==> config.mk <==
export PLATFORM = sky130hd
export DESIGN_NAME = alu_multicycle
export DESIGN_NICKNAME = d
export VERILOG_FILES = /design/src/rtl/alu_pkg.sv /design/src/rtl/div_core.sv /design/src/rtl/alu_multicycle.sv
export SDC_FILE = /design/constraint.sdc
export NUM_CORES = 2
export LEC_CHECK = 0
export CORE_MARGIN = 1.5
export CORE_UTILIZATION = 35
export CTS_CLUSTER_DIAMETER = 120
export DETAILED_ROUTE_END_ITERATION = 8
export MAX_ROUTING_LAYER = met4
export SLEW_MARGIN = 0
export SYNTH_ARGS = -nofsm -noshare
export SYNTH_HDL_FRONTEND = slang
export SYNTH_SLANG_ARGS = --single-unit
==> constraint.sdc <==
create_clock -name clock -period 15.4 [get_ports clock]
set_clock_uncertainty 0.15 [all_clocks]
set_input_delay 3.08 -clock clock [delete_from_list [all_inputs] [get_ports clock]]
set_output_delay 3.08 -clock clock [all_outputs]
set_load 0.01 [all_outputs]
==> src/rtl/alu_pkg.sv <==
// Shared constants for the multi-cycle datapath ALU: opcodes, FSM state
// encoding and the iteration count used by the Booth and divider loops.
package alu_pkg;

    localparam int ALU_WIDTH = 32;
    localparam int ALU_OPW   = 4;
    localparam int ITER_CNT  = ALU_WIDTH;

    // Operation codes
    localparam logic [3:0] ALU_ADD  = 4'd0;
    localparam logic [3:0] ALU_SUB  = 4'd1;
    localparam logic [3:0] ALU_AND  = 4'd2;
    localparam logic [3:0] ALU_OR   = 4'd3;
    localparam logic [3:0] ALU_SHR  = 4'd4;
    localparam logic [3:0] ALU_SHRA = 4'd5;
    localparam logic [3:0] ALU_SHL  = 4'd6;
    localparam logic [3:0] ALU_ROR  = 4'd7;
    localparam logic [3:0] ALU_ROL  = 4'd8;
    localparam logic [3:0] ALU_NEG  = 4'd9;
    localparam logic [3:0] ALU_NOT  = 4'd10;
    localparam logic [3:0] ALU_MUL  = 4'd11;
    localparam logic [3:0] ALU_DIV  = 4'd12;

    // Control FSM state encoding
    localparam logic [2:0] S_IDLE     = 3'd0;
    localparam logic [2:0] S_SINGLE   = 3'd1;
    localparam logic [2:0] S_MUL_ITER = 3'd2;
    localparam logic [2:0] S_DIV_ITER = 3'd3;
    localparam logic [2:0] S_DIV_FIX  = 3'd4;
    localparam logic [2:0] S_DONE     = 3'd5;

    // First working state for an accepted opcode (undefined codes take the single-cycle path)
    function automatic logic [2:0] dispatch_state(input logic [3:0] opc);
        logic [2:0] st;
        case (opc)
            ALU_MUL: st = S_MUL_ITER;
            ALU_DIV: st = S_DIV_ITER;
            default: st = S_SINGLE;
        endcase
        return st;
    endfunction

endpackage

==> src/rtl/div_core.sv <==
// Signed non-restoring divider core. Works on operand magnitudes, one
// quotient bit per step; fix applies the final remainder correction and the
// sign fix-up (quotient truncated toward zero, remainder takes the dividend's
// sign) and registers the pair on the quotient/remainder outputs.
module div_core
    import alu_pkg::*;
#(
    parameter int WIDTH = ALU_WIDTH
) (
    input  logic             clock,
    input  logic             clear,
    input  logic             load,
    input  logic             step,
    input  logic             fix,
    input  logic [WIDTH-1:0] dividend,
    input  logic [WIDTH-1:0] divisor,
    output logic [WIDTH-1:0] quotient,
    output logic [WIDTH-1:0] remainder
);

    // Partial remainder needs two guard bits: it spans [-2D, 2D) with D up to 2^(WIDTH-1)
    logic [WIDTH+1:0] part_r;
    logic [WIDTH-1:0] quo_work_r;
    logic [WIDTH-1:0] dvs_r;
    logic             neg_quo_r;
    logic             neg_rem_r;
    logic [WIDTH-1:0] quotient_r;
    logic [WIDTH-1:0] remainder_r;

    logic [WIDTH+1:0] shifted_s;
    logic [WIDTH+1:0] part_nxt_s;
    logic [WIDTH-1:0] rem_mag_s;
    logic [WIDTH-1:0] dvd_mag_s;
    logic [WIDTH-1:0] dvs_mag_s;

    // Magnitudes of the incoming operands (-2^(WIDTH-1) maps to 2^(WIDTH-1) unsigned)
    always_comb begin
        dvd_mag_s = dividend[WIDTH-1] ? ({WIDTH{1'b0}} - dividend) : dividend;
        dvs_mag_s = divisor[WIDTH-1]  ? ({WIDTH{1'b0}} - divisor)  : divisor;
    end

    // One non-restoring step: subtract when the remainder is non-negative, add otherwise
    always_comb begin
        shifted_s = {part_r[WIDTH:0], quo_work_r[WIDTH-1]};
        if (part_r[WIDTH+1]) begin
            part_nxt_s = shifted_s + {2'b00, dvs_r};
        end else begin
            part_nxt_s = shifted_s - {2'b00, dvs_r};
        end
        // Final correction: a negative remainder gets one divisor added back; the
        // corrected value lies in [0, D) so modular low-half arithmetic is exact
        if (part_r[WIDTH+1]) begin
            rem_mag_s = part_r[WIDTH-1:0] + dvs_r;
        end else begin
            rem_mag_s = part_r[WIDTH-1:0];
        end
    end

    // Iteration registers and the sign-corrected output pair
    always_ff @(posedge clock or posedge clear) begin
        if (clear) begin
            part_r      <= '0;
            quo_work_r  <= '0;
            dvs_r       <= '0;
            neg_quo_r   <= 1'b0;
            neg_rem_r   <= 1'b0;
            quotient_r  <= '0;
            remainder_r <= '0;
        end else if (load) begin
            part_r      <= '0;
            quo_work_r  <= dvd_mag_s;
            dvs_r       <= dvs_mag_s;
            neg_quo_r   <= dividend[WIDTH-1] ^ divisor[WIDTH-1];
            neg_rem_r   <= dividend[WIDTH-1];
        end else if (step) begin
            part_r      <= part_nxt_s;
            quo_work_r  <= {quo_work_r[WIDTH-2:0], ~part_nxt_s[WIDTH+1]};
        end else if (fix) begin
            quotient_r  <= neg_quo_r ? ({WIDTH{1'b0}} - quo_work_r) : quo_work_r;
            remainder_r <= neg_rem_r ? ({WIDTH{1'b0}} - rem_mag_s)  : rem_mag_s;
        end
    end

    assign quotient  = quotient_r;
    assign remainder = remainder_r;

endmodule

==> src/rtl/alu_multicycle.sv <==
// Multi-cycle datapath ALU feeding the 64-bit Z register (HI = [63:32],
// LO = [31:0]). Logic/shift/add ops finish in one cycle, signed MUL uses an
// inline radix-2 Booth loop, signed DIV uses the div_core non-restoring unit.
// start/busy/done handshake; result is held until the next completed op.
// Optional macro ALU_DIVZERO_TRAP_EN: a DIV by zero finishes in one cycle and
// raises div_zero; without it div_zero is tied low and b==0 runs the full loop.
module alu_multicycle
    import alu_pkg::*;
#(
    parameter int WIDTH = ALU_WIDTH,
    parameter int OPW   = ALU_OPW
) (
    input  logic               clock,
    input  logic               clear,
    input  logic               start,
    input  logic [OPW-1:0]     op,
    input  logic [WIDTH-1:0]   a,
    input  logic [WIDTH-1:0]   b,
    output logic [2*WIDTH-1:0] result,
    output logic               busy,
    output logic               done,
    output logic               div_zero
);

    localparam int              CNT_W    = $clog2(WIDTH + 1);
    localparam int              SH_W     = $clog2(WIDTH);
    localparam logic [CNT_W-1:0] LAST_CNT = CNT_W'(WIDTH);

    logic [2:0]         state_r;
    logic [2:0]         state_nxt_s;
    logic [CNT_W-1:0]   cnt_r;
    logic               accept_s;

    logic [OPW-1:0]     op_r;
    logic [WIDTH-1:0]   a_r;
    logic [WIDTH-1:0]   b_r;
    logic               divz_r;

    logic [WIDTH:0]     acc_r;
    logic [WIDTH-1:0]   mq_r;
    logic               qm1_r;
    logic [WIDTH:0]     mcand_s;
    logic [WIDTH:0]     booth_sum_s;

    logic               div_step_s;
    logic               div_fix_s;
    logic [WIDTH-1:0]   div_quo_s;
    logic [WIDTH-1:0]   div_rem_s;

    logic [2*WIDTH-1:0] result_r;
    logic [2*WIDTH-1:0] result_nxt_s;
    logic               busy_r;
    logic               done_r;

    // Single-cycle operations; shifts and rotates act on x by y[SH_W-1:0]
    function automatic logic [WIDTH-1:0] single_op(input logic [OPW-1:0]   opc,
                                                   input logic [WIDTH-1:0] x,
                                                   input logic [WIDTH-1:0] y);
        logic [SH_W-1:0]  shamt;
        logic [SH_W:0]    back;
        logic [WIDTH-1:0] f;
        shamt = y[SH_W-1:0];
        // Complementary shift for rotates; a zero amount yields a full-width shift, i.e. 0
        back  = (SH_W+1)'(WIDTH) - {1'b0, shamt};
        case (opc)
            ALU_ADD:  f = x + y;
            ALU_SUB:  f = x - y;
            ALU_AND:  f = x & y;
            ALU_OR:   f = x | y;
            ALU_SHR:  f = x >> shamt;
            ALU_SHRA: f = $unsigned($signed(x) >>> shamt);
            ALU_SHL:  f = x << shamt;
            ALU_ROR:  f = (x >> shamt) | (x << back);
            ALU_ROL:  f = (x << shamt) | (x >> back);
            ALU_NEG:  f = {WIDTH{1'b0}} - y;
            ALU_NOT:  f = ~y;
            default:  f = {WIDTH{1'b0}};
        endcase
        return f;
    endfunction

    assign accept_s = (state_r == S_IDLE) && start;

    // Next-state logic of the control FSM
    always_comb begin
        state_nxt_s = state_r;
        case (state_r)
            S_IDLE: begin
                if (start) begin
`ifdef ALU_DIVZERO_TRAP_EN
                    if ((op == ALU_DIV) && (b == {WIDTH{1'b0}})) begin
                        state_nxt_s = S_SINGLE;
                    end else begin
                        state_nxt_s = dispatch_state(op);
                    end
`else
                    state_nxt_s = dispatch_state(op);
`endif
                end else begin
                    state_nxt_s = S_IDLE;
                end
            end
            S_SINGLE:   state_nxt_s = S_DONE;
            // The cycle after the last Booth step registers the product with done
            S_MUL_ITER: begin
                if (cnt_r == LAST_CNT) begin
                    state_nxt_s = S_DONE;
                end else begin
                    state_nxt_s = S_MUL_ITER;
                end
            end
            // The cycle after the last divide step runs the core's fix-up
            S_DIV_ITER: begin
                if (cnt_r == LAST_CNT) begin
                    state_nxt_s = S_DIV_FIX;
                end else begin
                    state_nxt_s = S_DIV_ITER;
                end
            end
            S_DIV_FIX:  state_nxt_s = S_DONE;
            S_DONE:     state_nxt_s = S_IDLE;
            default:    state_nxt_s = S_IDLE;
        endcase
    end

    // Iteration counter: cleared on accept, counts the shared MUL/DIV steps
    always_ff @(posedge clock or posedge clear) begin
        if (clear) begin
            cnt_r <= '0;
        end else if (accept_s) begin
            cnt_r <= '0;
        end else if (((state_r == S_MUL_ITER) || (state_r == S_DIV_ITER)) && (cnt_r != LAST_CNT)) begin
            cnt_r <= cnt_r + {{(CNT_W-1){1'b0}}, 1'b1};
        end else if (state_r == S_DONE) begin
            cnt_r <= '0;
        end
    end

    // Operand latch so a and b may change once start has been accepted
    always_ff @(posedge clock or posedge clear) begin
        if (clear) begin
            op_r   <= '0;
            a_r    <= '0;
            b_r    <= '0;
            divz_r <= 1'b0;
        end else if (accept_s) begin
            op_r   <= op;
            a_r    <= a;
            b_r    <= b;
            divz_r <= (b == {WIDTH{1'b0}});
        end
    end

    // Booth recoding of the multiplier's low bit pair
    always_comb begin
        mcand_s     = {a_r[WIDTH-1], a_r};
        booth_sum_s = acc_r;
        case ({mq_r[0], qm1_r})
            2'b01:   booth_sum_s = acc_r + mcand_s;
            2'b10:   booth_sum_s = acc_r - mcand_s;
            default: booth_sum_s = acc_r;
        endcase
    end

    // Booth accumulator and multiplier shift register, arithmetic shift right per step
    always_ff @(posedge clock or posedge clear) begin
        if (clear) begin
            acc_r <= '0;
            mq_r  <= '0;
            qm1_r <= 1'b0;
        end else if (accept_s) begin
            acc_r <= '0;
            mq_r  <= b;
            qm1_r <= 1'b0;
        end else if ((state_r == S_MUL_ITER) && (cnt_r != LAST_CNT)) begin
            acc_r <= {booth_sum_s[WIDTH], booth_sum_s[WIDTH:1]};
            mq_r  <= {booth_sum_s[0], mq_r[WIDTH-1:1]};
            qm1_r <= mq_r[0];
        end
    end

    assign div_step_s = (state_r == S_DIV_ITER) && (cnt_r != LAST_CNT);
    assign div_fix_s  = (state_r == S_DIV_ITER) && (cnt_r == LAST_CNT);

    div_core #(
        .WIDTH     (WIDTH)
    ) u_div_core (
        .clock     (clock),
        .clear     (clear),
        .load      (accept_s),
        .step      (div_step_s),
        .fix       (div_fix_s),
        .dividend  (a),
        .divisor   (b),
        .quotient  (div_quo_s),
        .remainder (div_rem_s)
    );

    // Value captured into result on the edge that enters DONE
    always_comb begin
        result_nxt_s = result_r;
        case (state_r)
            S_SINGLE: begin
                if (op_r == ALU_DIV) begin
                    result_nxt_s = {a_r, {WIDTH{1'b1}}};
                end else begin
                    result_nxt_s = {{WIDTH{1'b0}}, single_op(op_r, a_r, b_r)};
                end
            end
            S_MUL_ITER: result_nxt_s = {acc_r[WIDTH-1:0], mq_r};
            S_DIV_FIX: begin
                if (divz_r) begin
                    result_nxt_s = {a_r, {WIDTH{1'b1}}};
                end else begin
                    result_nxt_s = {div_rem_s, div_quo_s};
                end
            end
            default:    result_nxt_s = result_r;
        endcase
    end

    // FSM state and registered handshake/result outputs
    always_ff @(posedge clock or posedge clear) begin
        if (clear) begin
            state_r  <= S_IDLE;
            result_r <= '0;
            busy_r   <= 1'b0;
            done_r   <= 1'b0;
        end else begin
            state_r <= state_nxt_s;
            done_r  <= (state_nxt_s == S_DONE);
            busy_r  <= !accept_s && ((state_nxt_s == S_SINGLE) || (state_nxt_s == S_MUL_ITER) ||
                                     (state_nxt_s == S_DIV_ITER) || (state_nxt_s == S_DIV_FIX));
            if (state_nxt_s == S_DONE) begin
                result_r <= result_nxt_s;
            end
        end
    end

`ifdef ALU_DIVZERO_TRAP_EN
    logic div_zero_r;

    // Trapped divide-by-zero is the only DIV that takes the single-cycle path
    always_ff @(posedge clock or posedge clear) begin
        if (clear) begin
            div_zero_r <= 1'b0;
        end else begin
            div_zero_r <= (state_r == S_SINGLE) && (op_r == ALU_DIV);
        end
    end

    assign div_zero = div_zero_r;
`else
    assign div_zero = 1'b0;
`endif

    assign result = result_r;
    assign busy   = busy_r;
    assign done   = done_r;

endmodule

# After elaboration in Yosys (flattened, before gate mapping)

Index checks and enable logic that the tools add are counted.

Logic and storage cells: 124
Register bits: 374
Input bits: 71

Bitwise gates (word level): 9
Add/sub/neg operators: 14
Reductions and logical operators: 21
Eq/ne operators: 27
Shifts and indexed selects: 5
Mux-type cells: 29

Operators with widths:

| cell                                                                | count |
|---|---|
| 32-bit one-hot mux with 11 select lines                             | 1 |
| 32-bit two-way mux                                                  | 9 |
| 64-bit one-hot mux with 3 select lines                              | 1 |
| 1-bit by 32-bit subtractor with 32-bit output, first input constant | 5 |
| 64-bit two-way mux                                                  | 2 |
| 34-bit two-way mux                                                  | 3 |
| 32-bit OR                                                           | 3 |
| 33-bit two-way mux                                                  | 2 |
| 33-bit one-hot mux with 2 select lines                              | 1 |
| 32-bit adder                                                        | 2 |
| 34-bit by 32-bit adder with 34-bit output                           | 1 |
| 34-bit by 32-bit subtractor with 34-bit output                      | 1 |
| 33-bit adder                                                        | 1 |
| 33-bit subtractor                                                   | 1 |
| 32-bit AND                                                          | 1 |
| 32-bit logical NOT                                                  | 1 |
| 32-bit inverter                                                     | 1 |
| 32-bit by 5-bit left shift with 32-bit output                       | 1 |
| 32-bit by 6-bit left shift with 32-bit output                       | 1 |
| 32-bit by 5-bit right shift with 32-bit output                      | 1 |
| 32-bit by 6-bit right shift with 32-bit output                      | 1 |
| 32-bit by 5-bit >>> shifter with 32-bit output                      | 1 |
| 32-bit subtractor                                                   | 1 |
| 4-bit equality test, second input constant                          | 6 |
| other kinds (29)                                                    | 57 |

# Depth between registers and ports, before layout

Depth after elaboration: 9
Mapped depth: 23

# By module

Synthesis repeated with hierarchy kept, for this count alone.

Cells, all modules: 4979
Area total of the unflattened synthesis: 38011.5 µm²

Modules (own cells, without submodules):

| module         | times used | sequential area each (µm²) | cells an instance | area an instance (µm²) |
|---|---|---|---|---|
| alu_multicycle | 1          | 5230.0                     | 3343              | 24631.1 |
| div_core       | 1          | 4103.9                     | 1636              | 13380.3 |

# Worst setup path after synthesis

OpenSTA, ideal clock, no wires.

Kind: input -> register
Start point: in b[8]
End point: reg u_div_core.dvs_r[30]
Arrival time: 5314 ps
Path slack: 9803 ps
Setup time: 134 ps
Data required time: 15116 ps
Stages: 8
Path through: or4_1 nor4_1 nand2b_1 or4_1 nand2b_1 o41ai_1 xor2_1 o21ai_0

Cells in the longest elaborated chain, start to end: 2

RTL lines:

| element                                       | RTL line             | text |
|---|---|---|
| from (decl)                                   | alu_multicycle.sv:18 | `input logic [WIDTH-1:0] b,` |
| 1-bit by 32-bit subtractor with 32-bit output | div_core.sv:39       | `dvs_mag_s = divisor[WIDTH-1] ? ({WIDTH{1'b0}} - divisor) : divisor;` |
| 32-bit two-way mux                            | div_core.sv:39       |  |
| to (signal assigned)                          | div_core.sv:72       | `dvs_r <= dvs_mag_s;` |
| to (decl)                                     | div_core.sv:24       | `logic [WIDTH-1:0] dvs_r;` |

No other way between the ends.
A chain may end at the register's enable or synchronous reset.

# Final worst setup path

Start point: reg a_r[3]
End point: reg acc_r[28]

Cells in the longest elaborated chain, start to end: 4
Elaborated cells between the ends (all ways): 5

RTL lines:

| element                                           | RTL line                                     | text |
|---|---|---|
| from (decl)                                       | alu_multicycle.sv:35                         | `logic [WIDTH-1:0] a_r;` |
| from (signal assigned)                            | alu_multicycle.sv:143                        | `a_r <= '0;` |
| from (signal assigned)                            | alu_multicycle.sv:148                        | `a_r <= a;` |
| 33-bit subtractor or 33-bit adder (tied branches) | alu_multicycle.sv:160, alu_multicycle.sv:159 |  |
| 33-bit one-hot mux with 2 select lines (*)        | alu_multicycle.sv:158                        | `case ({mq_r[0], qm1_r})` |
| 33-bit two-way mux (*)                            | alu_multicycle.sv:175                        | `end else if ((state_r == S_MUL_ITER) && (cnt_r != LAST_CNT)) begin` |
| 33-bit two-way mux (*)                            | alu_multicycle.sv:171                        | `end else if (accept_s) begin` |
| to (signal assigned)                              | alu_multicycle.sv:176                        | `acc_r <= {booth_sum_s[WIDTH], booth_sum_s[WIDTH:1]};` |
| to (decl)                                         | alu_multicycle.sv:39                         | `logic [WIDTH:0] acc_r;` |

Mark *: on every way between the ends. The rest lies on a longest branch, timed or not. The select of a mux whose other input is x is not followed.

==> metrics.md <==
| Metric | Value |
|---|---|
| Outcome | finished clean |
| Hold Buf Count CTS | 0 |
| Crit path launch type | flip-flop |
| Inserted Clock Buffers | 43 |
| Post-synth cell types | 95 |
| Die Ht | 326.2 um |
| Initial core utilization | 0.3532 |
| Buffer count from post-CTS setup fixing | 0 |
| Crit path DAT | around 6400 ps |
| Slew headroom | 0.1227 |
| CP dominant cell by count | a21oi_1 |
| Row count | between 100 and 150 |
| Crit-path cells | clkinv_1 -> nand4_1 -> nor2_1 -> and3_1 -> and3_1 -> a21oi_1 -> xnor2_1 -> ha_1 -> and4_1 -> o311ai_0 -> a21oi_1 -> a211oi_1 -> o31ai_1 -> a211o_1 -> a21oi_1 -> o21bai_1 -> a21oi_1 -> xor2_1 -> o211ai_1 |
| CTS tree | built |
| CTS resizes | 0 |
| Max Cap Viol | 0 |
| # IOs | approximately 140 |
| CP max-delay cell | dfrtp_1 |
| Layout net count | between 5,000 and 6,000 |
| Routed vias/inst | 6.292 |
| Drt total wl | ~170,000 um |
| Synth Area per Inst | around 7.6 um^2 |
| Delay-heaviest family, CP | compound AO/OA/AOI/OAI gates |
| CP max FO | 11 |
| Yosys reg bits | 371 |
| Sequential element share of the synthesized area | 0.2540 |
| Largest stage delay, worst path | 900 ps |
| Placer Congestion | between 1 and 1.5 |
| RSZ-0062 raised after global routing | false |
| Worst Setup EP | acc_r[28] |
| Critical Path RT | 15,710 ps |
| Clock transition at path regs | roughly 70 ps |
| Clock buffer depth | 3 |
| DR WL/cell | about 28 um |
| Crit path from | a_r[3] |
| EDFF count, synth | 0 |
| Estimated wirelength of the detail-placed design | 128,400 um |
| Drt pass-1 iters | 9 |
| Drc violations | 0 |
| Max Fclk | 165.2 MHz |
| Async SR Flop Fraction | 1.000 |
| Synthesis Warnings | 0 |
| Hold Crit Depth | 2 |
| I/O Buffers | approximately 140 |
| Reg-to-reg slack, setup | ~9300 ps |
| Root buf cell | clkbuf_16 |
| Post-Syn Nets | between 5,000 and 6,000 |
| First-pass GRT wire length | 246,800 um |
| DRT iter0 DRCs | 4,956 |
| Grt ovf | 0 |
| Vias in the first global route | ~35,000 |
| Final Hold Violating Endpoints | 0 |
| Worst-Margin Slew | 1283 ps |
| Mapped cell area | 36,550 um^2 |
| H-tree depth | 2 |
| Final ANT Viol Nets | 0 |
| Post-Synthesis Cells | roughly 4,800 |
| Reg-to-Reg End | acc_r[28] |
| Clk_lat worst skew | ~600 ps |
| Fin crit period | 6055 ps |
| Core box area | 103,500 um^2 |
| Largest net degree at the start of global routing | about 160 |
| Most used DFF post-synth | dfrtp_1 |
| Num Clock Sinks | 371 |
| DR vias | 38,790 |
| Die W | between 300 and 400 um |
| Slew Viols, Final | 0 |
| Crit share post-route | 0.3932 |
| WP depth | 19 |
| Worst Setup End Kind | flip-flop |
| Area Overhead vs Synth | 11.50% |
| WP buf/inv | 1 |
| Fraction of layout cells with a size suffix above 1 | 0.06949 |
| Hold crit path type | reg -> reg |
| Critical path type | reg -> reg |
| R2R depth | 19 |
| Initial antenna violation count | 9 |
| Die area | between 100,000 and 150,000 um^2 |
| Final setup violation count | 0 |
| Setup tns final | 0 ps |
| Worst r2r src | a_r[3] |
| Worst hold slack | around 330 ps |
| GRT Util Overall | 0.3189 |
## state kept, by name (all words and copies together), names as in the netlist, 32 cells and up
name	count
result	64
u_div_core.part_r	34
acc_r	32
mq_r	32
u_div_core.dvs_r	32
u_div_core.quo_work_r	32
u_div_core.quotient	32
u_div_core.remainder	32
## cells by family (layout without fill, tap and decap cells)
family,Yosys count,in the layout,share of synthesized area
AO/OA/AOI/OAI,1647,1647,0.2824
XOR/XNOR,299,299,0.07164
adder cells (fa/ha/maj),212,212,0.07359
buffers and inverters,493,457,0.05234
flip-flops,371,371,0.2540
multiplexers,209,209,0.07263
other,1,8,0.0001026
AND/OR/NAND/NOR,1582,1582,0.1933
## worst min-delay path, cell delays in order, from the launching register on
cell	delay, ps
dfrtp_1	340
nand2_1	40
o21ai_0	60
## synth_stat cells (17+ instances only)
library cell / n / area [um^2]
nand3_1: 147 / 735.7
buf_1: 46 / 172.7
a21o_1: 68 / 510.5
nor4_1: 29 / 181.4
nand2b_1: 52 / 325.3
nor2b_1: 35 / 219.0
a31oi_1: 68 / 425.4
o211ai_1: 53 / 397.9
and2_1: 21 / 131.4
dfrtp_1: 371 / 9284
mux4_2: 42 / 945.9
o221ai_1: 27 / 236.5
or2_2: 18 / 112.6
mux2i_1: 137 / 1371
or3_1: 26 / 162.7
o21bai_1: 17 / 127.6
xor2_1: 143 / 1252
a311oi_1: 17 / 148.9
o22ai_1: 67 / 419.2
or4_1: 19 / 142.6
a211oi_1: 55 / 412.9
o41ai_1: 23 / 201.4
ha_1: 207 / 2590
o31ai_1: 83 / 623.1
nor2_1: 396 / 1486
inv_1: 131 / 491.7
o21ai_0: 536 / 2683
o21a_1: 22 / 165.2
and3_1: 27 / 168.9
mux2_2: 30 / 337.8
nand2_1: 680 / 2552
a221oi_1: 57 / 499.2
a211o_1: 19 / 166.4
nor3_1: 69 / 345.3
clkbuf_1: 292 / 1096
a21oi_1: 380 / 1902
xnor2_1: 156 / 1366
nand4_1: 25 / 156.4
o22a_1: 20 / 175.2
## cells in the final DEF (no fill, tap or decap), types with 21 or more instances in the layout
master,n
nand3_1,146
nor2b_1,33
o41ai_1,23
buf_4,101
mux4_2,42
o31ai_1,83
mux2_2,30
a21o_1,68
o221ai_1,27
clkbuf_16,43
nand4_1,25
and2_1,21
nor3_1,67
xor2_1,142
a211oi_1,55
inv_1,129
xnor2_1,152
ha_1,205
nor4_1,27
o211ai_1,53
a221oi_1,57
a31oi_1,68
o22ai_1,67
nand2_1,678
a21oi_1,379
nor2_1,393
o21ai_0,536
and3_1,26
clkdlybuf4s50_1,136
mux2i_1,137
nand2b_1,51
o21a_1,22
or3_1,26
dfrtp_1,364
## per-stage QoR
| step | instance area [um^2] | util | cells | setup WS, ps |
|---|---|---|---|---|
| global placement | 39220 | 0.3789 | 6079 | 8878 |
| floorplan | 36550 | - | 4814 | 1868 |
| detailed placement | 39220 | 0.3789 | 6079 | 8818 |
| CTS | 40740 | 0.3937 | 6158 | 9442 |
| global route | 40760 | 0.3938 | 6164 | 8991 |
| finish | 40760 | 0.3938 | 6165 | 9345 |
## how the worst min path moves through the flow
stage	startpoint	to	slack [ps]
after floorplan	cnt_r[5]	cnt_r[5]	300
after global placement	cnt_r[5]	cnt_r[5]	310
after detailed placement	result[10]	result[10]	320
after CTS	u_div_core.remainder[23]	u_div_core.remainder[23]	330
after global routing	u_div_core.remainder[13]	u_div_core.remainder[13]	340
final	u_div_core.remainder[14]	u_div_core.remainder[14]	330
## area by class of cell
| cell class | instances | area, um^2 |
|---|---|---|
| diodes | 7 | 17.52 |
| clock buffers | 60 | 1250 |
| clock inverters | 19 | 276.5 |
| fillers | 10750 | 62740 |
| inverters | 140 | 533.0 |
| multi-input cells | 3950 | 25520 |
| flip-flops and latches | 371 | 9295 |
| well taps | 1380 | 1727 |
| repair buffers | 238 | 2140 |
## routing by layer
layer  wire length [um]  global-route usage  vias to the layer above
li1                   -                   -                    17430
met1              74000              0.4385                    18760
met2              71130              0.4508                     2189
met3              16560             0.05614                      417
met4               9432              0.1479                        0
met5                  0                   -                        -
Power is left out: the tool's default activity adds up to more than one toggle a clock period on the data nets, which glitch-free logic cannot reach.
